$ cat src/rtl/dst_data_unpack.sv
// Destination-side unpacker: holds one 512-bit word and replays it as 8b, 32b
// or 512b beats, least-significant slice first, with back-to-back word reload.
module dst_data_unpack (
    input  logic         clk,
    input  logic         rst,
    input  logic         mode_vld,
    input  logic [3:0]   mode,
    output logic         mode_err,
    input  logic         din_vld,
    input  logic [511:0] din,
    output logic         din_rdy,
    output logic         dout_vld,
    output logic [511:0] dout,
    input  logic         dout_rdy
);

    typedef enum logic {
        EMPTY,
        SEND
    } state_t;

    typedef enum logic [1:0] {
        MODE_8B   = 2'd0,
        MODE_32B  = 2'd1,
        MODE_512B = 2'd2
    } width_t;

    state_t       state;
    width_t       mode_r;
    logic [511:0] data_buf;
    logic [5:0]   cnt;
    logic         last;
    logic         mode_legal;

    assign mode_legal = (mode <= 4'd2);

    always_comb begin
        last = 1'b0;
        case (mode_r)
            MODE_8B:  last = (cnt == 6'd63);
            MODE_32B: last = (cnt == 6'd15);
            default:  last = (cnt == 6'd0);
        endcase
    end

    always_comb begin
        dout = '0;
        case (mode_r)
            MODE_8B:  dout[7:0]  = data_buf[{cnt, 3'b000} +: 8];
            MODE_32B: dout[31:0] = data_buf[{cnt[3:0], 5'b00000} +: 32];
            default:  dout       = data_buf;
        endcase
    end

    assign dout_vld = (state == SEND);
    assign din_rdy  = (state == EMPTY) || ((state == SEND) && last && dout_rdy);

    // mode_r is written on the same edge a word is accepted, so that word
    // is already replayed at the newly selected width.
    always_ff @(posedge clk) begin
        if (rst) begin
            state    <= EMPTY;
            data_buf <= '0;
            cnt      <= '0;
            mode_r   <= MODE_512B;
            mode_err <= 1'b0;
        end else begin
            mode_err <= mode_vld && (!mode_legal || (state == SEND));
            if (mode_vld && mode_legal && (state == EMPTY))
                mode_r <= width_t'(mode[1:0]);

            case (state)
                EMPTY: begin
                    if (din_vld) begin
                        data_buf <= din;
                        cnt      <= '0;
                        state    <= SEND;
                    end
                end
                SEND: begin
                    if (dout_rdy) begin
                        if (!last) begin
                            cnt <= cnt + 6'd1;
                        end else if (din_vld) begin
                            data_buf <= din;
                            cnt      <= '0;
                        end else begin
                            cnt   <= '0;
                            state <= EMPTY;
                        end
                    end
                end
                default: state <= EMPTY;
            endcase
        end
    end

endmodule

$ cat config.mk
export PLATFORM = sky130hd
export DESIGN_NAME = dst_data_unpack
export DESIGN_NICKNAME = d
export VERILOG_FILES = /design/src/rtl/dst_data_unpack.sv
export SDC_FILE = /design/constraint.sdc
export NUM_CORES = 2
export LEC_CHECK = 0
export BUFFER_PORTS_ARGS = -buffer_cell sky130_fd_sc_hd__buf_2
export CORE_AREA = 2 2 399 401
export CTS_CLUSTER_SIZE = 24
export DETAILED_ROUTE_END_ITERATION = 8
export DIE_AREA = 0 0 401 403
export PLACE_DENSITY = 0.4
export SKIP_LAST_GASP = 1
export SLEW_MARGIN = 20
export SYNTH_ARGS = -nofsm -noshare
export SYNTH_HDL_FRONTEND = slang
export SYNTH_SLANG_ARGS = --single-unit
$ cat constraint.sdc
create_clock -name clk -period 4.1 [get_ports clk]
set_clock_uncertainty 0.2 [all_clocks]
set_input_delay 0.82 -clock clk [delete_from_list [all_inputs] [get_ports clk]]
set_output_delay 0.82 -clock clk [all_outputs]
set_load 0.02 [all_outputs]
==> run summary <==
Dpl hpwl - 165 mm
DR DRC count - 0
Worst Path Required - 3080 ps
Post-Syn Nets - 3334
TritonCTS clock tree - yes
Critical path class - flip-flop to output pin
Max IR drop VDD - 0.285 mV
Pre-antenna DRT Iters - 5
Ranking of synthesized cells by area - dfxtp_1 (34%), mux4_2 (21%), mux2i_1 (17%), and2_1 (9.9%), nor2_1 (6.7%)
HP Start - din[480]
Max H-tree Level - 3
Initial Utilization - 0.193
Die area - 162000 um^2
Boundary Pins - 1036
# fillers - 16900
Global-route wire length before repair - 265 mm
Distinct cells, synth - 53
Synthesized area - 30400 um^2
Commonest non-fill, non-tap cells in the layout - buf_2 (1001), nor2_1 (533), mux2i_1 (521), dfxtp_1 (516), and2_1 (481)
Pin count of the biggest net entering global routing - 128
Setup Viol. Count Final - 27
Crit share post-route - 1.05
Finished Cell Area - 42200 um^2
Syn-to-layout area delta - 39.0%
Vias in the first global route - 27900
Die width - 401 um
Endpoint type of the worst setup path - output pin
Port Buffers - 1035
Worst min path class - primary input to flip-flop
Pre-CTS setup slack - -440 ps
Fmax - 233 MHz
Std cell rows - 146
Sink Count - 522
Worst setup SP type - flip-flop
Post-synth EDFFs - 0
WL/cell - 33.8 um
Total power - 16.0 mW
Worst-Skew Late Latency - 690 ps
Post-DP Area - 37900 um^2
Final Worst Setup Slack - -186 ps
FF-to-FF path depth - 16
Crit path launch - cnt[0]$_SDFFE_PP0P_
Placer Congestion - 0.881
Gr ovfl total - 0
Minimum clock period - 4290 ps
Core box area - 157000 um^2
R2r startpoint - cnt[0]$_SDFFE_PP0P_
Starting DRT DRC Count - 2423
Post-route ant nets - 0
Routed WL - 205 mm
CTS max path bufs - 3
Max-Cap Viols - 0
Worst hold path cell count - 3
DR vias - 28000
PD cells - 378 nW/um^2
Fin. Hold Viols - 0
Worst Tran Pin Value - 885 ps
Setup tns final - -2160 ps
Worst relative slew slack - 0.395
Vias per cell - 4.63
Root buf cell - clkbuf_16
Minimum hold slack - 160 ps
Leakage power - 18.9 nW
Failing checks - negative setup slack
Area leader, netlist - dfxtp_1
Synth Flop Type - dfxtp_1
GRT Overall Usage - 0.243
Die Span Y - 403 um
Clock-pin slew on the worst setup and hold paths - 60 ps
Commonest non-fill, non-tap cell in the layout - buf_2
NumNets Final - 4422
Critical-path maximum fanout - 8
Average size of a mapped cell - 10.8 um^2
Post-Syn Instances - 2811
Post-synth top area share - 0.344
Synth Register Bits - 522
Crit path DAT - 3270 ps
YS warnings - 0
Status - finished, violations left
Layout cells sized above 1 - 0.438
Initial antenna violation count - 82
Area of the multi-input gates - 18400 um^2
Register area share after synthesis - 0.344
Register Area - 10500 um^2
Slew Limit Fails - 0
Synth async-reset ratio - 0
Num CTS Buffers - 74
Unrepaired setup endpoints after global routing - true
-- critical path: stages, from the launching register on --
cell     delay, ps
dfxtp_4        400
buf_12         130
buf_12         120
buf_16         140
buf_12         110
mux4_2         490
mux4_2         500
mux2i_4        220
a31oi_2        130
o311a_4        200
buf_6          150
-- state kept, by name (all words and copies together) (netlist names) --
name      count
mode_err      1
dout_vld      1
cnt           6
mode_r        2
data_buf    512
-- stage by stage --
step	utilization	instances
after CTS	0.264	5999
after floorplan	-	2811
after global placement	0.241	5812
final	0.268	6048
after detailed placement	0.241	5812
after global routing	0.268	6037
-- cell families (layout without fill, tap and decap cells) --
logic type      count (synthesis)  in the layout  synth area share
buf+inv                       261           1406            0.0620
fa+ha+maj                       2              2          0.000823
compound gates                134            134            0.0311
simple gates                 1077           1077             0.175
mux                           815            815             0.387
flops                         522            522             0.344
other cells                     0             20                 0
-- routing by layer --
metal / vias up / part of all wire / global-route usage
li1: 12300 / - / -
met2: 1246 / 0.49 / 0.420
met4: 44 / 0.027 / 0.0631
met5: - / 0.0014 / 0
met3: 277 / 0.070 / 0.0596
met1: 14200 / 0.41 / 0.302
-- where the power goes --
group          total [mW]  switching (mW)  internal, mW  leakage, nW
registers            6.15           0.736          5.41         4.30
logic                3.23            1.81          1.41         13.4
clock network        6.60            2.72          3.88         1.18
total                16.0            5.27          10.7         18.9
-- synthesized netlist by cell type (all sizes together), types with 13 or more instances --
master and number:
clkbuf 156, o21ai 27, mux2i 522, o22ai 40, nor2 540, buf 101, mux4 288, nand2 22
a21oi 13, dfxtp 522, and2 482, a22o 24
-- layout make-up --
cell class	count	share of cell area
multi-input cells	2028	0.435
flip-flops and latches	522	0.248
repair buffers	1269	0.197
well taps	2072	0.0614
clock buffers	106	0.0495
clock inverters	27	0.00752
diodes	20	0.00118
inverters	4	0.000474
-- final timing paths --
| check | end | slack (ps) |
|---|---|---|
| worst max-delay path | dout[2] | -190 |
| worst min-delay path | data_buf[480]$_SDFFE_PP0P_ | 160 |
| worst max register to register | data_buf[253]$_SDFFE_PP0P_ | 130 |
| worst min register to register | data_buf[78]$_SDFFE_PP0P_ | 360 |
-- timing repair --
action	CTS	global route
cloned	17	4
hold endpoints to repair	0	0
setup endpoints to repair	33	33
hold buffers	0	0
resized for setup	106	93
setup buffers	37	30
pin swaps	13	33
(Power assumes the default switching activity.)
